--- src/rtl/idu_pipe.sv ---
// idu_pipe: registered RV32I/RV64I instruction-decode stage with valid/ready
// flow control, flush and a count of bundles handed downstream.
// Optional M-extension decode is enabled by defining IDU_PIPE_RVM_EN; without
// it every funct7=0000001 R/RW encoding decodes as illegal.
module idu_pipe #(
  parameter int XLEN  = 64,
  parameter int CNT_W = 32
) (
  input  logic              clk,
  input  logic              rst_n,
  input  logic              in_valid,
  output logic              in_ready,
  input  logic [31:0]       in_instr,
  input  logic [XLEN-1:0]   in_pc,
  input  logic              flush,
  output logic              out_valid,
  input  logic              out_ready,
  output logic [XLEN-1:0]   out_pc,
  output logic [4:0]        rs1,
  output logic [4:0]        rs2,
  output logic [4:0]        rd,
  output logic              rs1_en,
  output logic              rs2_en,
  output logic              wr_reg_en,
  output logic [XLEN-1:0]   imm,
  output logic [24:0]       alu_ctrl,
  output logic              alu_w_op,
  output logic [3:0]        pc_src,
  output logic              rd_mem_en,
  output logic              wr_mem_en,
  output logic [3:0]        mem_len,
  output logic              mem_unsigned,
  output logic              mem2reg_en,
  output logic              ebreak,
  output logic              illegal,
  output logic [CNT_W-1:0]  dec_cnt
);

  localparam logic IS64 = (XLEN == 64);

  localparam logic [6:0] OP_LUI    = 7'b0110111;
  localparam logic [6:0] OP_AUIPC  = 7'b0010111;
  localparam logic [6:0] OP_JAL    = 7'b1101111;
  localparam logic [6:0] OP_JALR   = 7'b1100111;
  localparam logic [6:0] OP_BRANCH = 7'b1100011;
  localparam logic [6:0] OP_LOAD   = 7'b0000011;
  localparam logic [6:0] OP_STORE  = 7'b0100011;
  localparam logic [6:0] OP_IMM    = 7'b0010011;
  localparam logic [6:0] OP_IMM32  = 7'b0011011;
  localparam logic [6:0] OP_OP     = 7'b0110011;
  localparam logic [6:0] OP_OP32   = 7'b0111011;
  localparam logic [6:0] OP_SYSTEM = 7'b1110011;

  logic [6:0] opc;
  logic [2:0] f3;
  logic [6:0] f7;
  assign opc = in_instr[6:0];
  assign f3  = in_instr[14:12];
  assign f7  = in_instr[31:25];

  // Immediates are built at 64 bits and truncated, so XLEN=32 needs no
  // zero-width replications.
  logic [63:0] imm_i64, imm_s64, imm_b64, imm_u64, imm_j64, sh6_64, sh5_64;
  assign imm_i64 = {{52{in_instr[31]}}, in_instr[31:20]};
  assign imm_s64 = {{52{in_instr[31]}}, in_instr[31:25], in_instr[11:7]};
  assign imm_b64 = {{52{in_instr[31]}}, in_instr[7], in_instr[30:25], in_instr[11:8], 1'b0};
  assign imm_u64 = {{32{in_instr[31]}}, in_instr[31:12], 12'b0};
  assign imm_j64 = {{44{in_instr[31]}}, in_instr[19:12], in_instr[20], in_instr[30:21], 1'b0};
  assign sh6_64  = {58'b0, in_instr[25:20]};
  assign sh5_64  = {59'b0, in_instr[24:20]};

  logic            d_rs1_en, d_rs2_en, d_wr, d_w, d_rdm, d_wrm, d_uns, d_m2r, d_ebreak, d_ill;
  logic [XLEN-1:0] d_imm;
  logic [24:0]     d_alu;
  logic [3:0]      d_pc_src, d_len;

  // Combinational decode of the incoming instruction into a control bundle.
  always_comb begin
    d_rs1_en = 1'b0; d_rs2_en = 1'b0; d_wr = 1'b0; d_w = 1'b0;
    d_rdm = 1'b0; d_wrm = 1'b0; d_uns = 1'b0; d_m2r = 1'b0;
    d_ebreak = 1'b0; d_ill = 1'b0;
    d_imm = '0; d_alu = '0; d_pc_src = '0; d_len = '0;
    // Every known opcode ends in 2'b11, so a compressed/bad low pair lands
    // in the default arm below.
    case (opc)
      OP_LUI: begin
        d_alu[10] = 1'b1; d_imm = imm_u64[XLEN-1:0]; d_wr = 1'b1;
      end
      OP_AUIPC: begin
        d_alu[0] = 1'b1; d_pc_src[3] = 1'b1; d_imm = imm_u64[XLEN-1:0]; d_wr = 1'b1;
      end
      OP_JAL: begin
        d_alu[0] = 1'b1; d_pc_src[1] = 1'b1; d_imm = imm_j64[XLEN-1:0]; d_wr = 1'b1;
      end
      OP_JALR: begin
        d_alu[0] = 1'b1; d_pc_src[2] = 1'b1; d_imm = imm_i64[XLEN-1:0];
        d_rs1_en = 1'b1; d_wr = 1'b1;
        if (f3 != 3'b000) d_ill = 1'b1;
      end
      OP_BRANCH: begin
        d_pc_src[0] = 1'b1; d_rs1_en = 1'b1; d_rs2_en = 1'b1;
        d_imm = imm_b64[XLEN-1:0];
        case (f3)
          3'b000: d_alu[11] = 1'b1;
          3'b001: d_alu[12] = 1'b1;
          3'b100: d_alu[13] = 1'b1;
          3'b101: d_alu[14] = 1'b1;
          3'b110: d_alu[15] = 1'b1;
          3'b111: d_alu[16] = 1'b1;
          default: d_ill = 1'b1;
        endcase
      end
      OP_LOAD: begin
        d_alu[0] = 1'b1; d_rs1_en = 1'b1; d_imm = imm_i64[XLEN-1:0];
        d_rdm = 1'b1; d_m2r = 1'b1; d_wr = 1'b1;
        case (f3)
          3'b000: d_len = 4'd1;
          3'b001: d_len = 4'd2;
          3'b010: d_len = 4'd4;
          3'b011: begin d_len = 4'd8; d_ill = !IS64; end
          3'b100: begin d_len = 4'd1; d_uns = 1'b1; end
          3'b101: begin d_len = 4'd2; d_uns = 1'b1; end
          3'b110: begin d_len = 4'd4; d_uns = 1'b1; d_ill = !IS64; end
          default: d_ill = 1'b1;
        endcase
      end
      OP_STORE: begin
        d_alu[0] = 1'b1; d_rs1_en = 1'b1; d_rs2_en = 1'b1;
        d_imm = imm_s64[XLEN-1:0]; d_wrm = 1'b1;
        case (f3)
          3'b000: d_len = 4'd1;
          3'b001: d_len = 4'd2;
          3'b010: d_len = 4'd4;
          3'b011: begin d_len = 4'd8; d_ill = !IS64; end
          default: d_ill = 1'b1;
        endcase
      end
      OP_IMM: begin
        d_rs1_en = 1'b1; d_wr = 1'b1; d_imm = imm_i64[XLEN-1:0];
        case (f3)
          3'b000: d_alu[0] = 1'b1;
          3'b010: d_alu[2] = 1'b1;
          3'b011: d_alu[3] = 1'b1;
          3'b100: d_alu[5] = 1'b1;
          3'b110: d_alu[6] = 1'b1;
          3'b111: d_alu[4] = 1'b1;
          3'b001: begin
            d_alu[7] = 1'b1;
            d_imm = IS64 ? sh6_64[XLEN-1:0] : sh5_64[XLEN-1:0];
            if (in_instr[31:26] != 6'b0 || (!IS64 && in_instr[25])) d_ill = 1'b1;
          end
          default: begin  // 3'b101: srli/srai, instr[30] selects arithmetic
            if (in_instr[30]) d_alu[9] = 1'b1;
            else              d_alu[8] = 1'b1;
            d_imm = IS64 ? sh6_64[XLEN-1:0] : sh5_64[XLEN-1:0];
            if ({in_instr[31], in_instr[29:26]} != 5'b0 || (!IS64 && in_instr[25])) d_ill = 1'b1;
          end
        endcase
      end
      OP_IMM32: begin
        d_rs1_en = 1'b1; d_wr = 1'b1; d_w = 1'b1;
        if (!IS64) d_ill = 1'b1;
        case (f3)
          3'b000: begin d_alu[0] = 1'b1; d_imm = imm_i64[XLEN-1:0]; end
          3'b001: begin
            d_alu[7] = 1'b1; d_imm = sh5_64[XLEN-1:0];
            if (f7 != 7'b0) d_ill = 1'b1;
          end
          3'b101: begin
            if (in_instr[30]) d_alu[9] = 1'b1;
            else              d_alu[8] = 1'b1;
            d_imm = sh5_64[XLEN-1:0];
            if ({in_instr[31], in_instr[29:25]} != 6'b0) d_ill = 1'b1;
          end
          default: d_ill = 1'b1;
        endcase
      end
      OP_OP: begin
        d_rs1_en = 1'b1; d_rs2_en = 1'b1; d_wr = 1'b1;
        case (f7)
          7'b0000000: begin
            case (f3)
              3'b000: d_alu[0] = 1'b1;
              3'b001: d_alu[7] = 1'b1;
              3'b010: d_alu[2] = 1'b1;
              3'b011: d_alu[3] = 1'b1;
              3'b100: d_alu[5] = 1'b1;
              3'b101: d_alu[8] = 1'b1;
              3'b110: d_alu[6] = 1'b1;
              default: d_alu[4] = 1'b1;
            endcase
          end
          7'b0100000: begin
            case (f3)
              3'b000: d_alu[1] = 1'b1;
              3'b101: d_alu[9] = 1'b1;
              default: d_ill = 1'b1;
            endcase
          end
          7'b0000001: begin
`ifdef IDU_PIPE_RVM_EN
            d_alu[5'd17 + {2'b00, f3}] = 1'b1;
`else
            d_ill = 1'b1;
`endif
          end
          default: d_ill = 1'b1;
        endcase
      end
      OP_OP32: begin
        d_rs1_en = 1'b1; d_rs2_en = 1'b1; d_wr = 1'b1; d_w = 1'b1;
        if (!IS64) d_ill = 1'b1;
        case (f7)
          7'b0000000: begin
            case (f3)
              3'b000: d_alu[0] = 1'b1;
              3'b001: d_alu[7] = 1'b1;
              3'b101: d_alu[8] = 1'b1;
              default: d_ill = 1'b1;
            endcase
          end
          7'b0100000: begin
            case (f3)
              3'b000: d_alu[1] = 1'b1;
              3'b101: d_alu[9] = 1'b1;
              default: d_ill = 1'b1;
            endcase
          end
          7'b0000001: begin
`ifdef IDU_PIPE_RVM_EN
            case (f3)
              3'b000: d_alu[17] = 1'b1;
              3'b100: d_alu[21] = 1'b1;
              3'b101: d_alu[22] = 1'b1;
              3'b110: d_alu[23] = 1'b1;
              3'b111: d_alu[24] = 1'b1;
              default: d_ill = 1'b1;
            endcase
`else
            d_ill = 1'b1;
`endif
          end
          default: d_ill = 1'b1;
        endcase
      end
      OP_SYSTEM: begin
        if (in_instr == 32'h00100073) d_ebreak = 1'b1;
        else                          d_ill = 1'b1;
      end
      default: d_ill = 1'b1;
    endcase
    // An illegal encoding must not trigger any side effect downstream.
    if (d_ill) begin
      d_rs1_en = 1'b0; d_rs2_en = 1'b0; d_wr = 1'b0; d_w = 1'b0;
      d_rdm = 1'b0; d_wrm = 1'b0; d_uns = 1'b0; d_m2r = 1'b0;
      d_alu = '0; d_pc_src = '0; d_len = '0;
    end
  end

  logic             valid_q, valid_d;
  logic [CNT_W-1:0] cnt_q, cnt_d;
  logic             load;

  assign in_ready = ~valid_q | out_ready;
  assign load     = in_valid & in_ready & ~flush;

  // Next-state for the valid flag and the downstream-accept counter.
  always_comb begin
    valid_d = valid_q;
    cnt_d   = cnt_q;
    if (flush)          valid_d = 1'b0;
    else if (load)      valid_d = 1'b1;
    else if (out_ready) valid_d = 1'b0;
    if (valid_q & out_ready & ~flush) cnt_d = cnt_q + CNT_W'(1);
  end

  logic [XLEN-1:0] pc_q, imm_q;
  logic [4:0]      rs1_q, rs2_q, rd_q;
  logic            rs1_en_q, rs2_en_q, wr_q, w_q, rdm_q, wrm_q, uns_q, m2r_q, ebreak_q, ill_q;
  logic [24:0]     alu_q;
  logic [3:0]      pc_src_q, len_q;

  // Output pipeline register: loads a fresh bundle, otherwise holds.
  always_ff @(posedge clk or negedge rst_n) begin
    if (!rst_n) begin
      valid_q <= 1'b0; cnt_q <= '0; pc_q <= '0; imm_q <= '0;
      rs1_q <= '0; rs2_q <= '0; rd_q <= '0;
      rs1_en_q <= 1'b0; rs2_en_q <= 1'b0; wr_q <= 1'b0; w_q <= 1'b0;
      rdm_q <= 1'b0; wrm_q <= 1'b0; uns_q <= 1'b0; m2r_q <= 1'b0;
      ebreak_q <= 1'b0; ill_q <= 1'b0; alu_q <= '0; pc_src_q <= '0; len_q <= '0;
    end else begin
      valid_q <= valid_d;
      cnt_q   <= cnt_d;
      if (load) begin
        pc_q <= in_pc; imm_q <= d_imm;
        rs1_q <= in_instr[19:15]; rs2_q <= in_instr[24:20]; rd_q <= in_instr[11:7];
        rs1_en_q <= d_rs1_en; rs2_en_q <= d_rs2_en;
        wr_q <= d_wr & ~d_ebreak; w_q <= d_w;
        rdm_q <= d_rdm; wrm_q <= d_wrm; uns_q <= d_uns; m2r_q <= d_m2r;
        ebreak_q <= d_ebreak; ill_q <= d_ill; alu_q <= d_alu;
        pc_src_q <= d_pc_src; len_q <= d_len;
      end
    end
  end

  assign out_valid    = valid_q;
  assign out_pc       = pc_q;
  assign rs1          = rs1_q;
  assign rs2          = rs2_q;
  assign rd           = rd_q;
  assign rs1_en       = rs1_en_q;
  assign rs2_en       = rs2_en_q;
  assign wr_reg_en    = wr_q;
  assign imm          = imm_q;
  assign alu_ctrl     = alu_q;
  assign alu_w_op     = w_q;
  assign pc_src       = pc_src_q;
  assign rd_mem_en    = rdm_q;
  assign wr_mem_en    = wrm_q;
  assign mem_len      = len_q;
  assign mem_unsigned = uns_q;
  assign mem2reg_en   = m2r_q;
  assign ebreak       = ebreak_q;
  assign illegal      = ill_q;
  assign dec_cnt      = cnt_q;

endmodule

--- config.mk ---
export PLATFORM = sky130hd
export DESIGN_NAME = idu_pipe
export DESIGN_NICKNAME = d
export VERILOG_FILES = /design/src/rtl/idu_pipe.sv
export SDC_FILE = /design/constraint.sdc
export NUM_CORES = 1
export LEC_CHECK = 0
export BUFFER_PORTS_ARGS = -buffer_cell sky130_fd_sc_hd__buf_4
export CAP_MARGIN = 25
export CELL_PAD_IN_SITES_DETAIL_PLACEMENT = 0
export CELL_PAD_IN_SITES_GLOBAL_PLACEMENT = 1
export CORE_UTILIZATION = 39
export DETAILED_ROUTE_END_ITERATION = 6
export PLACE_DENSITY_LB_ADDON = 0.1
export SYNTH_ARGS = -nofsm -noshare
export SYNTH_HDL_FRONTEND = slang
export SYNTH_SLANG_ARGS = --single-unit
--- constraint.sdc ---
create_clock -name clk -period 3.15 [get_ports clk]
set_input_delay 0.63 -clock clk [delete_from_list [all_inputs] [get_ports clk]]
set_output_delay 0.63 -clock clk [all_outputs]
set_load 0.005 [all_outputs]
==> results.txt, run 1 <==
Post-synth ARST share = 100%
Die height = 146 um
Total congestion overflow = 0
CP max FO = 11
Crit. End Element = flip-flop
Vias = 6923
Area share of the largest cell type after synthesis = 54.9%
Diode count = 0
Largest net degree at the start of global routing = 132
Starting density of the core = 40.0%
Setup Buffers After CTS = 0
First-pass GRT wire length = 37700 um
Post-synth top flop = dfrtp_1
LEAKAGE = 5.91 nW
Slew headroom = 39.8%
Final nets = 1207
Post-synth EDFFs = 0
P&R area growth vs syn = 37.0%
Post-synthesis cell type count = 66
Final setup violation count = 0
Final Hold Viols = 0
Fmax = 0.396 GHz
Final Max Tran Viols = 0
Resized cells post-CTS = 0
Final worst slack = 625 ps
Initial antenna violation count = 0
Synth cell count leaders = 308 x nand2_1, 178 x dfrtp_1, 43 x buf_4
Min cycle time layout = 2520 ps
Clock Latency Late Sink = 420 ps
Top cells by area, synth = dfrtp_1 55%, nand2_1 14%, buf_4 4.0%, xnor2_1 2.0%, clkbuf_1 1.7%
Vias per cell = 4.99
Synth warn = 0
Total track usage = 22.6%
Critical-path cell list = nor2b_1 -> inv_1 -> nand3b_1 -> or4_1 -> a21oi_2 -> and2_1 -> a221o_1
Clk root buf = clkbuf_16
Die area = 0.0214 mm2
Vias in the first global route = 6607
Fillers = 1931
Seq. cell area = 0.00445 mm2
Hold Slack = 242 ps
Crit path launch type = flip-flop
Delay of the slowest cell on the worst path = 670 ps
Synth Register Bits = 178
Final clock skew = 7.00 ps
Post-Route Setup TNS = 0 ps
CP Data Arrival Time = 2880 ps
Final period util = 80.1%
Post-Syn Instances = 845
Reg clk slew, reported paths = 70 ps
Drt initial violations = 437
CTS tree = built
IO buf count = 312
Sink Count = 178
Mapped cell area = 0.00812 mm2
RSZ-0062 raised after global routing = false
CP max stage cell = or4_1
Worst VDD drop = 0.367 mV
Hold_buf cts = 0
Power Density = 532 mW/mm2
I/O pins = 321
H-tree Lvls = 4
Drt first pass iters = 4
Status = finished, final reports clean
Final core utilization = 54.8%
DRC Markers = 0
Die X = 146 um
Count leader, synth = nand2_1
Max cap viols = 0
WS Path Type = flip-flop to flip-flop
Worst Max-Slew Pin Slew = 904 ps
Footprint of the multi-input gates = 0.00313 mm2
Post-DP HPWL = 17000 um
Area leader, netlist = dfrtp_1
Post-synthesis area per instance = 9.61 um2
Post-synthesis sequential area ratio = 54.9%
Core box area = 0.0203 mm2
# rows = 52
Routed wire length = 23800 um
CTS Buf Count = 17
CTS Buffer Depth = 2
Layout cells sized above 1 = 33.5%
CP required = 3510 ps
Routed WL per cell = 17.2 um
Antenna Nets Post-Route = 0
Post-Place Worst Slack = 277 ps
GPL Wtd Cong = 0.812
Total Power = 5.92 mW
Hold crit path type = primary input to asynchronous set/reset pin
[metal layers]
layer	GRT usage [%]	vias up	wire length, um
li1	-	3314	-
met1	31.8	3338	10700
met4	6.56	0	308
met5	0	-	0
met3	6.28	18	1810
met2	33.9	253	11000
[cell families (layout without fill, tap and decap cells)]
family	Yosys count	in the layout	synth area share, %
adder cells (fa/ha/maj)	2	2	0.277
other	1	8	0.0462
multiplexers	3	3	0.385
AND/OR/NAND/NOR	428	428	23.4
XOR/XNOR	31	31	3.34
AO/OA/AOI/OAI	102	102	10.7
flip-flops	178	178	54.9
buffers and inverters	100	366	6.98
[area by class of cell]
cell class	count	area share, %
Tap cell	270	3.04
Clock inverter	14	2.21
Sequential cell	178	40.1
Timing Repair Buffer	324	22.4
Clock buffer	18	3.86
Inverter	10	0.338
Multi-Input combinational cell	574	28.1
[cell usage in the layout (no fill, tap or decap), types with 12 or more instances in the layout]
master     count
buf_4        319
nand2_1      308
dfrtp_1      178
nand3_1       20
xnor2_1       19
nor2_1        17
nor3_1        17
clkbuf_16     17
o31ai_1       12
nand4_1       12
a22o_1        12
xor2_1        12
[registers in the layout, indices dropped and copies added (netlist names), 4 cells and up]
| signal | flops |
|---|---|
| rd | 5 |
| imm | 32 |
| dec_cnt | 32 |
| alu_ctrl | 17 |
| mem_len | 4 |
| rs1 | 5 |
| out_pc | 64 |
| rs2 | 5 |
| pc_src | 4 |
[path summary, 6_finish.rpt]
kind / slack, ps / end / depth (start not counted) / startpoint
max: 630 / imm[30] / 7 / out_valid
min: 240 / dec_cnt[26] / 1 / rst_n
max reg2reg: 630 / imm[30] / 7 / out_valid
min reg2reg: 470 / imm[5] / 2 / imm[5]
max in group asynchronous: 2200 / out_pc[11] / 2 / rst_n
min in group clk: 380 / out_valid / 2 / flush
[worst max-delay path, delay by kind of cell, from the launching register on]
| kind | cells | cell delay (ps) |
|---|---|---|
| compound gates | 2 | 440 |
| simple gates | 4 | 1550 |
| flops | 1 | 390 |
| buf+inv | 1 | 80 |
[where the power goes]
group / switching [mW] / internal (mW) / total, mW
logic: 0.435 / 0.446 / 0.881
clock network: 0.932 / 1.50 / 2.43
registers: 0.133 / 2.47 / 2.60
[per-stage QoR]
| step | cells | cell area [um2] |
|---|---|---|
| after detailed placement | 1356 | 10400 |
| after CTS | 1388 | 11100 |
| final | 1388 | 11100 |
| after global placement | 1356 | 10400 |
| after floorplan | 852 | 8140 |
| after global routing | 1388 | 11100 |
No activity file was read; power rests on OpenSTA's default activity.
==> run 2, diff against run 1 <==
ABC_AREA = 1   (was default)
CORE_UTILIZATION = 35   (was 39)
clock period = 2.6 ns   (was 3.15 ns; I/O delays follow)
==> results.txt, run 2 <==
Status = complete, but fails checks
Total track usage = 21.3%
Clock Latency Late Sink = 440 ps
Final core utilization = 48.9%
I/O pins = 321
Post-Place Worst Slack = 369 ps
R2R cell count = 8
Post-synthesis sequential area ratio = 52.1%
RSZ-0062 raised after global routing = false
# rows = 56
Die X = 158 um
Core box area = 0.0238 mm2
Routed wl met2 = 11600 um
Hold Slack = -0.450 ps
Initial antenna violation count = 0
Final setup violation count = 0
Top cells by area, synth = dfrtp_1 52%, nand2_1 19%, buf_4 3.7%, nand3_1 3.6%, nor2_1 3.1%
Max cap viols = 0
H-tree Lvls = 4
Post-synthesis area per instance = 8.19 um2
Mapped cell area = 0.00855 mm2
Reg clk slew, reported paths = 70 ps
Starting density of the core = 36.0%
P&R area growth vs syn = 35.7%
Failing checks = hold timing
Worst VDD drop = 0.366 mV
Buffers plus inverters on the worst setup path = 1
IO buf count = 312
DRT met1 WL = 12400 um
Area share of the largest cell type after synthesis = 52.1%
Post-Syn Instances = 1044
CP required = 2080 ps
Met3 WL = 2080 um
Hold_buf cts = 0
Crit. End Element = output port
Vias = 7622
Commonest non-fill, non-tap cell in the layout = nand2_1
Routed WL per cell = 16.0 um
Die height = 158 um
Synth cell count leaders = 428 x nand2_1, 178 x dfrtp_1, 70 x nor2_1
CTS Buffer Depth = 2
Most frequent cells in the layout = 428 x nand2_1, 322 x buf_4, 178 x dfrtp_1, 70 x nor2_1, 62 x nand3_1
LEAKAGE = 6.45 nW
WS Path Type = flip-flop to output port
Antenna Nets Post-Route = 0
Delay of the slowest cell on the worst path = 930 ps
Highest metal used = met4
Setup Buffers After CTS = 0
Slew headroom = 40.7%
Vias in the first global route = 7222
Crit path launch type = flip-flop
Post-synthesis cell type count = 41
Vias per cell = 4.61
Count leader, synth = nand2_1
Fmax = 0.472 GHz
Post-synth top flop = dfrtp_1
Final Max Tran Viols = 0
Post-synth EDFFs = 0
CP max FO = 34
Final clock skew = 10.8 ps
Min cycle time layout = 2120 ps
Hold crit path type = primary input to asynchronous set/reset pin
CP Data Arrival Time = 1600 ps
Layout cells sized above 1 = 30.5%
Synth Register Bits = 178
Final worst slack = 480 ps
Post-Route Setup TNS = 0 ps
Final nets = 1423
Final Hold Viols = 1
CTS tree = built
Reg2reg end = alu_ctrl[9]
Reg2reg start = out_valid
Drt initial violations = 474
Area leader, netlist = dfrtp_1
Resized cells post-CTS = 0
Power Density = 579 mW/mm2
Sink Count = 178
Post-DP HPWL = 19500 um
Die area = 0.0251 mm2
First-pass GRT wire length = 40700 um
Worst Max-Slew Pin Slew = 890 ps
Critical-path cell list = buf_4
Clk root buf = clkbuf_16
Drt first pass iters = 5
CP top delay family = flip-flops
Max reg flops = 64
GPL Wtd Cong = 0.893
Synth warn = 0
Slack of the worst reg-to-reg path = 640 ps
CP max stage cell = dfrtp_1
Diode count = 0
Post-synth ARST share = 100%
Largest net degree at the start of global routing = 111
Final period util = 81.5%
DRC Markers = 0
CTS Buf Count = 17
Total congestion overflow = 0
Routed wire length = 26500 um
[run 2: cell count changes after synthesis, sizes merged, moves of 10 or more]
cell	before	now
clkbuf	37	14
and3	10	0
inv	10	65
a22o	12	0
nor2	17	83
a221o	11	0
nand3	20	64
o21ai	11	49
nand2	308	443
[run 2: worst max-delay path by stage]
stage	start	to	cells after the start
5_1_grt	imm[62]	imm[40]	1
3_5_place_dp	in_instr[14]	imm[17]	10
4_1_cts	imm[62]	imm[60]	1
6_report	imm[62]	imm[59]	1
3_3_place_gp	in_instr[14]	imm[15]	10
2_1_floorplan	in_instr[12]	illegal	11
[run 2: routing by layer]
layer | global-route usage, % | vias up
li1 | - | 3788
met1 | 30.7 | 3540
met2 | 31.3 | 270
met3 | 5.72 | 24
met4 | 5.68 | 0
met5 | 0 | -
[run 2: worst reg2reg max path: stages (launching register included)]
cell and delay [ps]:
dfrtp_1 440, inv_1 80, nor2_1 70, nor3_4 220, buf_12 410, nand3_1 290, nor2_1 140, o211ai_1 120
o21ai_2 140
[run 2: layout make-up]
cell class	count	area [um2]
Sequential cell	178	4450
Inverter	67	262
Timing Repair Buffer	327	2510
Clock buffer	17	425
Clock inverter	15	149
Fill cell	2330	12100
Tap cell	319	399
Multi-Input combinational cell	730	3410
[run 2: power by group]
group	internal [mW]	switching, mW
clock	1.27	1.26
combinational	0.513	0.521
sequential	2.99	0.159
[run 2: logic make-up after synthesis]
kind of cell / after synthesis / share of synthesized area, %
AO/OA/AOI/OAI: 64 / 4.46
XOR/XNOR: 29 / 2.97
adder cells (fa/ha/maj): 1 / 0.146
buffers and inverters: 143 / 8.48
flip-flops: 178 / 52.1
other: 1 / 0.0438
AND/OR/NAND/NOR: 628 / 31.8
[run 2: stage by stage]
stage,hold slack [ps],power [mW],area [um2],std cells
3_5_place_dp,459,4.25,11000,1621
2_1_floorplan,224,3.55,8580,1051
6_report,-0.450,6.72,11600,1653
4_1_cts,8.51,6.81,11600,1653
5_1_grt,17.8,7.04,11600,1653
3_3_place_gp,455,4.25,11000,1621
==> run 3, diff against run 2 <==
CORE_UTILIZATION = 32   (was 35)
clock period = 1.7 ns   (was 2.6 ns; I/O delays follow)
==> results.txt, run 3 (synthesis gave the netlist of run 2 again) <==
CP max FO = 17
CTS Buf Count = 17
Vias per cell = 4.46
Vias = 7915
Total congestion overflow = 0
H-tree Lvls = 4
Final clock skew = 15.3 ps
Failing checks = DRC
Min cycle time layout = 1630 ps
Diode count = 0
Die X = 166 um
Drt first pass iters = 6
First-pass GRT wire length = 42000 um
Critical-path cell list = inv_2 -> nor2_4 -> nor3_4 -> buf_12 -> buf_12 -> nand3_1 -> nor2_1 -> o211ai_1 -> o21ai_2
LEAKAGE = 7.03 nW
Footprint of the multi-input gates = 0.00347 mm2
Die area = 0.0274 mm2
Routed wire length = 27900 um
Max cap viols = 0
Final Max Tran Viols = 0
RSZ-0062 raised after global routing = true
GPL Wtd Cong = 0.895
Final Hold Viols = 0
CP max stage cell = dfrtp_1
Drt initial violations = 438
Most frequent cells in the layout = 424 x nand2_1, 417 x buf_4, 178 x dfrtp_1, 66 x nor2_1, 60 x nand3_1
Commonest non-fill, non-tap cell in the layout = nand2_1
Clock Latency Late Sink = 440 ps
Total Power = 10.7 mW
WS Path Type = flip-flop to flip-flop
Crit. End Element = flip-flop
IO buf count = 312
Layout cells sized above 1 = 36.4%
Core box area = 0.0261 mm2
I/O pins = 321
DRC Markers = 32
CTS Buffer Depth = 2
Worst VDD drop = 0.481 mV
Total track usage = 20.2%
CP top delay family = simple AND/OR/NAND/NOR gates
Starting density of the core = 32.7%
Initial antenna violation count = 0
Power Density = 850 mW/mm2
Routed WL per cell = 15.7 um
Status = complete, but fails checks
P&R area growth vs syn = 47.3%
Fillers = 2641
Delay of the slowest cell on the worst path = 440 ps
Seq. cell area = 0.00445 mm2
Antenna Nets Post-Route = 0
# rows = 59
Clk root buf = clkbuf_16
Die height = 166 um
Buffers plus inverters on the worst setup path = 3
Post-Route Setup TNS = 0 ps
CTS tree = built
Vias in the first global route = 7540
Final nets = 1527
CP Data Arrival Time = 2000 ps
Hold crit path type = primary input to flip-flop
Reg clk slew, reported paths = 90 ps
Final period util = 96.1%
CP required = 2070 ps
Crit path launch type = flip-flop
Most frequent CP cell = buf_12
Max reg flops = 64
Post-DP HPWL = 21100 um
Final setup violation count = 0
Largest net degree at the start of global routing = 58
Fmax = 0.612 GHz
Sink Count = 178
[run 3: cell count changes in the layout (fill, tap and decap cells not counted), moves of 3 or more]
cell      change
nand2_1       -4
buf_12        +6
clkinv_4      -5
inv_6         +3
nand2_2       +4
nor2_4        +4
buf_4        +95
nor2_1        -4
[run 3: cell type report]
class / count / share of cell area, %
clock buffer: 17 / 3.38
clock inverter: 15 / 1.41
inverter: 67 / 2.09
multi-input combinational: 730 / 27.5
sequential: 178 / 35.3
tap: 335 / 3.33
timing repair buffer: 431 / 26.9
[run 3: stage by stage]
step	cell area [um2]	hold WS (ps)	cells	utilization (%)	setup slack, ps
finish	12600	88.0	1773	48.2	67.0
global route	12600	86.0	1773	48.2	-81.5
CTS	12500	67.4	1766	47.7	29.4
global placement	11800	283	1733	45.3	-113
detailed placement	11800	282	1733	45.3	-132
floorplan	8580	44.4	1051	-	19.2
[run 3: routing by layer]
metal	up-vias	global-route usage [%]	wire length, um
li1	3997	-	-
met1	3703	28.4	12900
met2	200	31.2	12900
met3	15	4.55	1740
met4	0	5.33	288
met5	-	0	0
[run 3: what timing repair did]
action | 4_1_cts | 5_1_grt
gates resized for setup | 5 | 16
setup buffers | 0 | 6
hold endpoints to repair | 31 | 0
pin swaps | 2 | 11
hold buffers | 1 | 0
setup endpoints to repair | 3 | 32
cloned | 0 | 1
[run 3: worst reg2reg max path: cells and delay by family, from the launching register on]
| kind | cells | cell delay, ps |
|---|---|---|
| compound gates | 2 | 260 |
| buf+inv | 3 | 380 |
| flops | 1 | 440 |
| simple gates | 4 | 460 |
[run 3: where the power goes]
group / internal (mW) / switching (mW)
Clock: 2.01 / 2.04
Sequential: 4.57 / 0.202
Combinational: 0.980 / 0.916
[run 3: final timing paths]
path	startpoint	to	slack, ps	cells after the start
worst min-delay path	in_pc[40]	out_pc[40]	90	3
worst max-delay path	out_valid	alu_ctrl[9]	70	9
max in group asynchronous	rst_n	out_pc[1]	700	3
min in group asynchronous	rst_n	imm[24]	380	2
worst min register to register	out_pc[25]	out_pc[25]	470	2
worst max register to register	out_valid	alu_ctrl[9]	70	9
